File: config.mk
export PLATFORM = sky130hd
export DESIGN_NAME = interrupt_sequencer
export DESIGN_NICKNAME = d
export VERILOG_FILES = /design/src/rtl/interrupt_sequencer.sv
export SDC_FILE = /design/constraint.sdc
export NUM_CORES = 1
export LEC_CHECK = 0
export ABC_AREA = 1
export ABC_CLOCK_PERIOD_IN_PS = 4300
export CAP_MARGIN = 20
export CORE_MARGIN = 5
export CORE_UTILIZATION = 38
export CTS_BUF_LIST = sky130_fd_sc_hd__clkbuf_2
export CTS_CLUSTER_SIZE = 30
export DETAILED_ROUTE_END_ITERATION = 12
export PLACE_DENSITY_LB_ADDON = 0.2
export SYNTH_ARGS = -nofsm -noshare
export SYNTH_HDL_FRONTEND = slang
export SYNTH_SLANG_ARGS = --single-unit
File: constraint.sdc
create_clock -name clk -period 4.3 [get_ports clk]
set_input_delay 0.86 -clock clk [delete_from_list [all_inputs] [get_ports clk]]
set_output_delay 0.86 -clock clk [all_outputs]
set_load 0.01 [all_outputs]
File: src/rtl/interrupt_sequencer.sv
// 6502-style interrupt entry sequencer: acknowledges the injector, then runs dummy/push/vector cycles.
// Optional NMI_HIJACK_EN: an NMI arriving during an IRQ entry redirects the vector fetch to NMI.
module interrupt_sequencer #(
  parameter logic [15:0] RESET_VECTOR = 16'hFFFC,
  parameter logic [15:0] NMI_VECTOR   = 16'hFFFA,
  parameter logic [15:0] IRQ_VECTOR   = 16'hFFFE
) (
  input  logic        clk,
  input  logic        nrst,
  input  logic        enableFFs,
  input  logic        resetDetected,
  input  logic        nmiGenerated,
  input  logic        irqGenerated,
  input  logic        processStatusRegIFlag,
  input  logic        instructionBoundary,
  input  logic [7:0]  stackPointer,
  output logic        interruptAcknowleged,
  output logic        sequenceActive,
  output logic [15:0] addressOut,
  output logic        addrOverride,
  output logic [1:0]  dataOutSel,
  output logic        writeEnable,
  output logic        decSP,
  output logic        loadPCL,
  output logic        loadPCH,
  output logic        setIFlag,
  output logic [1:0]  interruptType
);

  typedef enum logic [2:0] {
    S_IDLE, S_ACK, S_DUMMY, S_PUSH_PCH, S_PUSH_PCL, S_PUSH_P, S_VEC_LO, S_VEC_HI
  } state_t;

  localparam logic [1:0] T_NONE  = 2'd0;
  localparam logic [1:0] T_IRQ   = 2'd1;
  localparam logic [1:0] T_NMI   = 2'd2;
  localparam logic [1:0] T_RESET = 2'd3;

  state_t      state_q, state_d;
  logic [1:0]  itype_q, itype_d;
  logic [15:0] vector;
  logic [15:0] stack_addr;
  logic        write_ok;

`ifdef NMI_HIJACK_EN
  logic hijack_q, hijack_d;

  always_ff @(posedge clk or posedge nrst) begin
    if (nrst) begin
      hijack_q <= 1'b0;
    end else if (enableFFs) begin
      hijack_q <= hijack_d;
    end
  end
`endif

  // State and latched interrupt type advance only on enabled edges
  always_ff @(posedge clk or posedge nrst) begin
    if (nrst) begin
      state_q <= S_IDLE;
      itype_q <= T_NONE;
    end else if (enableFFs) begin
      state_q <= state_d;
      itype_q <= itype_d;
    end
  end

  always_comb begin
    state_d = state_q;
    itype_d = itype_q;
`ifdef NMI_HIJACK_EN
    hijack_d = hijack_q;
`endif
    case (state_q)
      S_IDLE: begin
        if (resetDetected) begin
          state_d = S_ACK;
          itype_d = T_RESET;
        end else if (nmiGenerated && instructionBoundary) begin
          state_d = S_ACK;
          itype_d = T_NMI;
        end else if (irqGenerated && !processStatusRegIFlag && instructionBoundary) begin
          state_d = S_ACK;
          itype_d = T_IRQ;
        end
      end
      S_ACK:      state_d = S_DUMMY;
      S_DUMMY:    state_d = S_PUSH_PCH;
      S_PUSH_PCH: state_d = S_PUSH_PCL;
      S_PUSH_PCL: state_d = S_PUSH_P;
      S_PUSH_P:   state_d = S_VEC_LO;
      S_VEC_LO:   state_d = S_VEC_HI;
      S_VEC_HI: begin
        state_d = S_IDLE;
        itype_d = T_NONE;
`ifdef NMI_HIJACK_EN
        hijack_d = 1'b0;
`endif
      end
      default: begin
        state_d = S_IDLE;
        itype_d = T_NONE;
      end
    endcase
`ifdef NMI_HIJACK_EN
    // An NMI seen before the vector fetch takes over an IRQ entry
    if ((state_q inside {S_ACK, S_DUMMY, S_PUSH_PCH, S_PUSH_PCL, S_PUSH_P}) &&
        itype_q == T_IRQ && nmiGenerated) begin
      itype_d  = T_NMI;
      hijack_d = 1'b1;
    end
`endif
  end

  assign stack_addr = {8'h01, stackPointer};
  assign write_ok   = (itype_q != T_RESET);

  always_comb begin
    case (itype_q)
      T_RESET: vector = RESET_VECTOR;
      T_NMI:   vector = NMI_VECTOR;
      default: vector = IRQ_VECTOR;
    endcase
  end

  // Moore decode of bus and datapath controls
  always_comb begin
    interruptAcknowleged = 1'b0;
    addressOut           = 16'h0000;
    addrOverride         = 1'b0;
    dataOutSel           = 2'd0;
    writeEnable          = 1'b0;
    decSP                = 1'b0;
    loadPCL              = 1'b0;
    loadPCH              = 1'b0;
    setIFlag             = 1'b0;
    sequenceActive       = (state_q != S_IDLE);
    interruptType        = itype_q;
    case (state_q)
      S_ACK: interruptAcknowleged = 1'b1;
      S_DUMMY: begin
        addrOverride = 1'b1;
        addressOut   = stack_addr;
      end
      S_PUSH_PCH, S_PUSH_PCL, S_PUSH_P: begin
        addrOverride = 1'b1;
        addressOut   = stack_addr;
        decSP        = 1'b1;
        if (write_ok) begin
          writeEnable = 1'b1;
          case (state_q)
            S_PUSH_PCH: dataOutSel = 2'd1;
            S_PUSH_PCL: dataOutSel = 2'd2;
            default:    dataOutSel = 2'd3;
          endcase
        end
        setIFlag = (state_q == S_PUSH_P);
      end
      S_VEC_LO: begin
        addrOverride = 1'b1;
        addressOut   = vector;
        loadPCL      = 1'b1;
`ifdef NMI_HIJACK_EN
        interruptAcknowleged = hijack_q;
`endif
      end
      S_VEC_HI: begin
        addrOverride = 1'b1;
        addressOut   = vector + 16'd1;
        loadPCH      = 1'b1;
      end
      default: ;
    endcase
  end

endmodule

-- Word level (Yosys, flattened, before mapping)
Index checks and enable logic that the tools add are counted.
- register bits after elaboration: 5
- output and inout port bits: 28
- add/subtract/negate cells: 1
- eq/ne operators: 11
- mux-type cells: 21
- reductions and logical operators: 12
- operators by type and width (operator ; count):
    16-bit one-hot mux with 3 select lines ; 1
    3-bit one-hot mux with 8 select lines ; 1
    16-bit by 1-bit adder with 16-bit output (second input constant) ; 1
    3-bit equality test (second input constant) ; 4
    2-bit two-way mux ; 5
    3-bit two-way mux ; 3
    1-bit two-way mux ; 8
    2-bit one-hot mux with 2 select lines ; 2
    3-bit by 2-bit equality test with 1-bit output (second input constant) ; 2
    3-bit one-hot mux with 2 select lines ; 1
    6-bit OR reduction ; 1
    2-bit equality test (second input constant) ; 2
    4-bit inequality test (second input constant) ; 1
    4-bit OR reduction ; 1
    3-bit by 1-bit equality test with 1-bit output (second input constant) ; 1
    1-bit logical AND ; 3
    3-bit zero test ; 1
    3-bit AND reduction ; 1
    3-bit nonzero test ; 1
    3-bit OR reduction ; 1
    2-bit inequality test (second input constant) ; 1
    2-bit AND reduction ; 1
    2-bit nonzero test ; 1
    1-bit zero test ; 1

-- Logic depth before layout (Yosys ltp)
Gate-level depths: netlist (run 1).
- depth in word-level cells: 7
- mapped depth: 7

-- Worst setup path after synthesis (run 1)
Ideal clock, no wire load.
- path type: reg-to-output
- from: register state_q[1]
- to: output addressOut[0]
- data arrival time: 1.385 ns
- required time: 3.440 ns
- slack: 2.055 ns
- stages on the path, launching flop included: 6
- path buffers: 1
- cell sequence: dfrtp_1 inv_2 ha_1 clkbuf_1 nand2_1 a21oi_1
- cells in the longest elaborated chain, start to end: 3
- ends and longest elaborated chain (item ; line ; source):
    start: declaration ; 39 ; state_t state_q, state_d;
    start signal: assignment ; 63 ; state_q <= state_d;
    3-bit equality test / 3-bit by 2-bit equality test with 1-bit output (equally long branches) ; 139 ; case (state_q)
    4-bit OR reduction (no source line) ; n/a ;
    16-bit one-hot mux with 3 select lines (*) ; 139 ;
    end: declaration ; 19 ; output logic [15:0] addressOut,
Mark *: on every way between the ends. The rest lies on a longest branch, timed or not.

-- Final worst setup path (run 1)
- from: register state_q[1]
- to: output addressOut[5]
Same word-level chain as after synthesis.

==> results by group, run 1 <==
Timing
  – Setup violators final: 0
  – WHS: 0.537 ns
  – Max Slew Vio Count: 0
  – Final setup TNS: 0 ns
  – Worst Skew: 0.00434 ns
  – Fin crit period: 2.99 ns
  – Period utilization: a little over two thirds
  – Least-Margin Pin Slew: 0.359 ns
  – Fin worst setup slack: 1.31 ns
  – RSZ-0062 raised after global routing: false
  – Final Hold Violating Endpoints: 0
  – Slew headroom: 76.1%
  – Max Clock Freq: 334 MHz

Finish
  – Sequential Area: 125 sq um
  – Area taken by multi-input logic gates: 379 sq um
  – Synth-to-Final Area Change: 66.4%
  – Share of layout cells above drive strength 1: a little under an eighth
  – Final instance area: a little over 1000 sq um
  – Filler cells: between 100 and 150
  – Commonest non-fill, non-tap cell in the layout: clkdlybuf4s50_1
  – # nets final: 157
  – Commonest cells after routing, fill and taps aside: clkdlybuf4s50_1 (43), nand2_1 (28), a21oi_1 (10), inv_1 (10), nand3_1 (7)
  – N_diodes: 0

Run status
  – Status: finished, final reports clean

Logic synthesis
  – Synth Instances: 97
  – Post-Syn Nets: 118
  – Ranking of synthesized cells by area: dfrtp_1 (20%), nand2_1 (17%), ha_1 (10%)
  – Sequential share of the synthesized area: 20.2%
  – Ys Warns: 0
  – Synthesized flop and latch total: 5
  – Top-area cell type share of the netlist area: 20.2%
  – Syn Area/Cell: 6.37 sq um
  – Synth cell types: 23
  – Area leader, netlist: dfrtp_1
  – Synthesized area: 618 sq um

Clocking
  – CTS root buffer: clkbuf_2
  – Post-CTS Setup Bufs: 0
  – CTS resizes: 0
  – Hold_buf cts: 0
  – Clk_lat worst skew: 0.21 ns
  – CTS tree: yes
  – Clk slew on worst S/H paths: 0.06 ns
  – CTS sink count: 5
  – TritonCTS Buffers: 3
  – Max clock buf depth: 2
  – Clock H-tree levels: 1

Global routing
  – Global route overflow: 0
  – All-Layer GR Usage: about an eighth
  – Pin count of the biggest net entering global routing: 11
  – Initial antenna violation count: 0
  – First-pass GRT wire length: 2.40 mm
  – Number of global-route vias before repair: 552

Floorplan
  – Die footprint: 2530 sq um
  – Core ar.: 1520 sq um
  – Initial Util: 40.6%
  – IO Pins: 44
  – Die W: 50.3 um
  – Row count: 14
  – Die H: between 50 and 60 um

Setup path
  – Critical path data required time: between 3 and 4 ns
  – Crit. End Element: output port
  – Worst Path Max Fanout: 10
  – Crit path DAT: 2.13 ns
  – Critical path class: reg2out
  – Worst Setup Start Kind: flip-flop

Drt
  – Vias: 721
  – DRC: 0
  – DR pass1 iterations: 4
  – Via density: 4.77
  – DRT Wirelength: 1.73 mm
  – Avg WL per Cell: 11.5 um
  – Drt initial violations: 10
  – Post-route ant nets: 0

Power and ir drop
  – PwrDens: 652 nW/um^2
  – Final Power: 670 uW
  – P_leak: 0.000478 uW
  – VDD IR max: a little over 0.4 mV

Placement
  – DP Wirelength: 1.46 mm
  – Port bufs: 43
  – Placed inst area: 1010 sq um
  – GP Congestion: 0.775
  – Setup Slack @ Placement: 1.36 ns

Flow run
  – Max_cap viols: 0

Min path
  – Worst Hold Class: reg2reg
-- registers in the layout (all words and copies together), names as in the netlist --
register / flops
interruptType: 2
state_q: 3
-- power breakdown --
group | switching, uW | leakage (uW) | internal [uW]
Clock | 18.3 | 0.0000166 | 24.6
Combinational | 260 | 0.000399 | 256
Sequential | 41.3 | 0.0000623 | 70.2
Total | 320 | 0.000478 | 350
-- per-stage QoR --
stage                     util [%]  instances
after floorplan                  -         97
after global placement        66.2        147
after detailed placement      66.2        147
after CTS                     67.5        151
after global routing          67.5        151
final                         67.5        151
-- layer usage --
| layer | vias to the layer above | global-route usage [%] | wire length, um |
|---|---|---|---|
| met5 | - | 0 | 0 |
| met4 | 0 | 6.38 | 8 |
| met3 | 2 | 1.48 | 146 |
| met2 | 27 | 20.5 | 855 |
| met1 | 315 | 13.6 | 719 |
| li1 | 377 | - | - |
-- Yosys cell counts (all sizes together) --
cell and number:
buf 7, o21a 1, nand3b 1, inv 13, nor3 2, nor2 4
clkinv 1, nand2 32, nand4 2, nand3 8, dfrtp 5, a21oi 10
o21ai 3, ha 5, clkbuf 2, and2 1
-- worst max-delay path, cell delays in order (launching register included) --
cell             delay, ns
dfrtp_1               0.55
inv_2                 0.14
ha_1                  0.45
nand2_1               0.08
a21oi_1               0.15
clkdlybuf4s50_1       0.56
-- area by class of cell --
class,instances,share of cell area (%)
Timing Repair Buffer,43,41.8
Multi-Input combinational cell,69,36.9
Sequential cell,5,12.2
Inverter,14,5.23
Clock buffer,4,1.95
Tap cell,16,1.95
-- final timing paths --
path / start / end / slack, ns / cells after the start
min in group asynchronous: nrst / interruptType[1] / 0.83 / 2
worst min register to register: interruptType[0] / interruptType[0] / 0.54 / 2
worst min-delay path: interruptType[0] / interruptType[0] / 0.54 / 2
worst max-delay path: state_q[1] / addressOut[5] / 1.31 / 5
max in group asynchronous: nrst / state_q[2] / 3.31 / 2
worst max register to register: state_q[1] / state_q[0] / 2.73 / 7
-- logic make-up (layout without fill, tap and decap cells) --
kind of cell    count (synthesis)  count (layout)  synth area share, %
compound gates                 14              14                 11.7
fa+ha+maj                       5               5                 10.1
buf+inv                        23              61                 18.4
flops                           5               5                 20.2
simple gates                   50              50                 39.5
(Power assumes the default switching activity.)
==> inputs of run 2 (changes only) <==
Settings changed: ABC_CLOCK_PERIOD_IN_PS 4300 to 2700, CORE_UTILIZATION 38 to 32.
Clock period 4.3 ns to 2.7 ns, I/O delays scaled along.
==> run 2 against run 1 <==
Highest routed layer is now met3. Hold slack worse by 0.015 ns. Critical path depth did not move. Combinational power increased by 58%. First-iteration DRC count is 20% higher. Power increased by 58%. Largest cell class unchanged. Final cell count increased by 6.0%. Critical path type unchanged. Sequential share of layout area rose by 0.079 points. Via count fell by 0.83%. Wire length is 2.4% lower.
==> results by group, run 2 (synthesized netlist as in run 1, its figures left out) <==
Run status
  – Status: finished, final reports clean

Placement
  – GP Congestion: about 0.8
  – Placed cells: between 150 and 200
  – Port bufs: 43
  – DP Wirelength: 1.46 mm

Setup path
  – CP peak stage delay: 0.55 ns
  – Critical path data required time: 2.16 ns
  – Critical path class: reg2out
  – Critical Path Slowest Stage Cell: clkdlybuf4s50_1
  – Worst Path Max Fanout: 10
  – CP Cell Sequence: inv_2 -> ha_1 -> nand2_1 -> a21oi_1 -> clkdlybuf4s50_1
  – Crit path DAT: 1.98 ns
  – Crit path buf inv count: 2
  – Worst Setup Start Kind: flip-flop
  – Crit. End Element: output port
  – CP delay by family, top: buffers and inverters

Finish
  – Commonest cells after routing, fill and taps aside: clkdlybuf4s50_1 (43), nand2_1 (28), a21oi_1 (10), inv_1 (10), nand3_1 (7)
  – Reg with most FFs: state_q
  – Final cell count without fillers: 160
  – Share of layout cells above drive strength 1: 13.3%
  – Synth-to-Final Area Change: 68.6%
  – N_diodes: 0
  – Filler cells: 185
  – Commonest non-fill, non-tap cell in the layout: clkdlybuf4s50_1
  – # nets final: between 150 and 200
  – Max reg flops: 3
  – Core Util, Final: between 50% and 60%

Timing
  – Max Clock Freq: 397 MHz
  – Final setup TNS: 0 ns
  – Setup violators final: 0
  – Period utilization: between 90% and 100%
  – Fin crit period: around 2.5 ns
  – Worst Skew: 0.00633 ns
  – Slew headroom: between 80% and 90%
  – Least-Margin Pin Slew: 0.289 ns
  – RSZ-0062 raised after global routing: false
  – Final Hold Violating Endpoints: 0
  – Max Slew Vio Count: 0

Clocking
  – Clk slew on worst S/H paths: 0.06 ns
  – TritonCTS Buffers: 3
  – CTS tree: yes
  – Clock H-tree levels: 1
  – CTS root buffer: clkbuf_2
  – Post-CTS Setup Bufs: 0
  – CTS sink count: 5
  – Clk_lat worst skew: 0.21 ns
  – Max clock buf depth: 2

Global routing
  – First-pass GRT wire length: around 2.5 mm
  – All-Layer GR Usage: 11.2%
  – Global route overflow: 0
  – Initial antenna violation count: 0
  – Number of global-route vias before repair: 622
  – Pin count of the biggest net entering global routing: 11

Floorplan
  – Core ar.: 1780 sq um
  – Row count: 15
  – IO Pins: 44
  – Die H: 54.0 um
  – Initial Util: 34.7%
  – Die footprint: 2910 sq um
  – Die W: 54.0 um

Flow run
  – Max_cap viols: 0

Power and ir drop
  – Final Power: 1060 uW
  – PwrDens: 1020 nW/um^2
  – P_leak: 0.000475 uW
  – VDD IR max: around 0.60 mV

Min path
  – Worst Hold Class: in2async

Drt
  – Post-route ant nets: 0
  – DRC: 0
  – DR pass1 iterations: 4
  – Drt initial violations: 12
  – DRT Wirelength: 1.69 mm
  – Avg WL per Cell: between 10 and 15 um
  – Via density: 4.47
  – Vias: 715
-- run 2: timing repair --
| item | 4_1_cts | 5_1_grt |
|---|---|---|
| gates resized for setup | 0 | 2 |
| setup endpoints to repair | 0 | 8 |
| hold buffers | 0 | 0 |
| hold endpoints to repair | 0 | 0 |
-- run 2: layout make-up --
| cell class | count | area [sq um] | share of cell area, % |
|---|---|---|---|
| Timing Repair Buffer | 43 | 430 | 41.3 |
| Multi-Input combinational cell | 69 | 379 | 36.4 |
| Sequential cell | 5 | 128 | 12.2 |
| Inverter | 14 | 53.8 | 5.16 |
| Tap cell | 25 | 31.3 | 3.00 |
| Clock buffer | 4 | 20.0 | 1.92 |
-- run 2: layer usage --
| metal | vias to the layer above | part of all wire (%) | global-route usage, % |
|---|---|---|---|
| met5 | - | 0 | 0 |
| met4 | 0 | 0 | 2.55 |
| met3 | 0 | 6.2 | 1.94 |
| met2 | 24 | 49 | 18.3 |
| met1 | 313 | 45 | 15.3 |
| li1 | 378 | - | - |
-- run 2: path summary, 6_finish.rpt --
check | from | to | slack [ns] | cells past startpoint
max | state_q[1] | addressOut[2] | 0.18 | 5
min | nrst | interruptType[0] | 0.52 | 2
max reg2reg | state_q[1] | state_q[0] | 1.28 | 7
min reg2reg | interruptType[1] | interruptType[1] | 0.54 | 2
max in group asynchronous | nrst | state_q[2] | 1.99 | 2
min in group clk | interruptType[1] | interruptType[1] | 0.54 | 2
-- run 2: report_power, final --
group / internal (uW) / switching [uW]
clock network: 39.3 / 27.3
logic: 408 / 408
registers: 115 / 64.1
total: 562 / 499
-- run 2: worst reg2reg max path: cells and delay by family, from the launching register on --
| kind | cells | cell delay [ns] |
|---|---|---|
| fa+ha+maj | 1 | 0.22 |
| flops | 1 | 0.47 |
| simple gates | 5 | 0.57 |
| buf+inv | 1 | 0.10 |
-- run 2: through the flow --
| step | cell area [sq um] | hold WS, ns | setup WS, ns |
|---|---|---|---|
| 6_report | 1040 | 0.523 | 0.178 |
| 5_1_grt | 1040 | 0.515 | 0.0180 |
| 4_1_cts | 1040 | 0.525 | 0.0380 |
| 3_5_place_dp | 1020 | 0.518 | 0.276 |
| 3_3_place_gp | 1020 | 0.521 | 0.348 |
| 2_1_floorplan | 618 | 0.319 | 0.775 |
==> inputs of run 3 (changes only) <==
Settings changed: CTS_CLUSTER_SIZE 30 to default, PLACE_DENSITY_LB_ADDON 0.2 to 0.25.
==> run 3 against run 2 <==
Combinational power rose by 2.7%. Die area did not move. Sequential share of layout area barely moved. Power rose by 2.5%. Non-clock buffer count did not move. Setup slack improved by 0.021 ns. Critical path depth did not move. First-iteration DRC count fell by 17%. Critical path type unchanged.
==> results by group, run 3 (synthesized netlist as in run 1, its figures left out) <==
Floorplan
  – Row count: 15
  – Core ar.: 1780 sq um
  – Die W: between 50 and 60 um
  – Die footprint: 2910 sq um
  – Initial Util: a little over a third
  – Die H: 54.0 um
  – IO Pins: 44

Drt
  – DRT Wirelength: ~2 mm
  – Drt initial violations: 10
  – DR pass1 iterations: 6
  – DRC: 0
  – Avg WL per Cell: roughly 12 um
  – Vias: 714
  – Post-route ant nets: 0
  – Via density: 4.46

Clocking
  – Max clock buf depth: 2
  – CTS root buffer: clkbuf_2
  – Clk slew on worst S/H paths: 0.06 ns
  – Clk_lat worst skew: 0.22 ns
  – Post-CTS Setup Bufs: 0
  – TritonCTS Buffers: 3
  – Clock H-tree levels: 1
  – CTS tree: yes
  – CTS sink count: 5

Setup path
  – R2R Path Start: state_q[1]
  – Worst Path Max Fanout: 8
  – Reg2reg setup slack: 1.29 ns
  – CP delay by family, top: buffers and inverters
  – Worst Setup Start Kind: flip-flop
  – Reg-to-Reg End: state_q[2]
  – CP peak stage delay: between 0.5 and 0.6 ns
  – Critical path data required time: 2.16 ns
  – Reg2Reg Depth: 6
  – Critical path class: reg2out
  – Crit path DAT: 1.96 ns
  – Crit. End Element: output port
  – Critical Path Slowest Stage Cell: clkdlybuf4s50_1
  – CP Cell Sequence: inv_2 -> ha_2 -> nand2_1 -> a21oi_1 -> clkdlybuf4s50_1
  – Crit path buf inv count: 2

Timing
  – Fin crit period: 2.50 ns
  – Setup violators final: 0
  – Period utilization: approximately 90%
  – Final setup TNS: 0 ns
  – Max Slew Vio Count: 0
  – Fin worst setup slack: 0.199 ns
  – Slew headroom: a little over four fifths
  – Worst Skew: a little over 0.003 ns
  – Least-Margin Pin Slew: between 0.2 and 0.25 ns
  – Final Hold Violating Endpoints: 0
  – Max Clock Freq: 400 MHz
  – RSZ-0062 raised after global routing: false

Finish
  – N_diodes: 0
  – Commonest cells after routing, fill and taps aside: clkdlybuf4s50_1 (43), nand2_1 (28), a21oi_1 (10), inv_1 (10), nand3_1 (7)
  – Share of layout cells above drive strength 1: between 10 and 15%
  – # nets final: 157
  – Max reg flops: 3
  – Reg with most FFs: state_q
  – Synth-to-Final Area Change: 69.0%
  – Final instance area: 1040 sq um
  – Commonest non-fill, non-tap cell in the layout: clkdlybuf4s50_1

Placement
  – Setup Slack @ Placement: 0.303 ns
  – Port bufs: 43
  – GP Congestion: approximately 0.77
  – Placed inst area: 1020 sq um
  – DP Wirelength: 1.62 mm

Global routing
  – Pin count of the biggest net entering global routing: 11
  – First-pass GRT wire length: 3.10 mm
  – Initial antenna violation count: 0
  – Global route overflow: 0
  – All-Layer GR Usage: approximately 14%
  – Number of global-route vias before repair: 668

Power and ir drop
  – P_leak: 0.000474 uW
  – Final Power: 1090 uW
  – VDD IR max: 0.652 mV
  – PwrDens: 1040 nW/um^2

Flow run
  – Max_cap viols: 0

Min path
  – Worst Hold Class: in2async

Run status
  – Status: finished, final reports clean
run 3: changes by cell type in the layout (fill, tap and decap cells not counted):
| cell | delta |
|---|---|
| ha_1 | -1 |
| ha_2 | +1 |
run 3: metal layers:
metal  GRT usage, %  wire [um]  vias up
li1               -          -      376
met1           17.8        843      309
met2           24.0        976       24
met3           1.39         76        5
met4           8.94         48        0
met5              0          0        -
run 3: timing repair:
| action | 4_1_cts | 5_1_grt |
|---|---|---|
| resized for setup | 0 | 3 |
| setup endpoints to repair | 0 | 8 |
| hold buffers | 0 | 0 |
run 3: per-stage QoR:
step                      utilization (%)  cells  hold slack [ns]
after floorplan                         -     97            0.319
after global placement               57.2    156            0.512
after detailed placement             57.2    156            0.512
after CTS                            58.3    160            0.508
after global routing                 58.6    160            0.541
final                                58.6    160            0.517
run 3: area by class of cell:
class | count | area [sq um]
clock buffers | 4 | 20.0
fillers | 176 | 738
inverters | 14 | 53.8
multi-input cells | 69 | 382
flip-flops and latches | 5 | 128
well taps | 25 | 31.3
repair buffers | 43 | 430
run 3: worst max path at each step:
stage                from       endpoint  slack (ns)  cells past startpoint
5_1_grt        state_q[2]  addressOut[4]        0.05                      5
6_report       state_q[2]  addressOut[2]        0.20                      5
4_1_cts        state_q[1]  addressOut[2]        0.04                      5
3_3_place_gp   state_q[1]  addressOut[0]        0.35                      5
2_1_floorplan  state_q[1]  addressOut[0]        0.77                      5
3_5_place_dp   state_q[1]  addressOut[2]        0.30                      5
run 3: power breakdown:
group	internal, uW	leakage [uW]	switching [uW]
registers	115	0.0000594	64.7
clock network	39.2	0.0000166	31.9
logic	414	0.000398	423
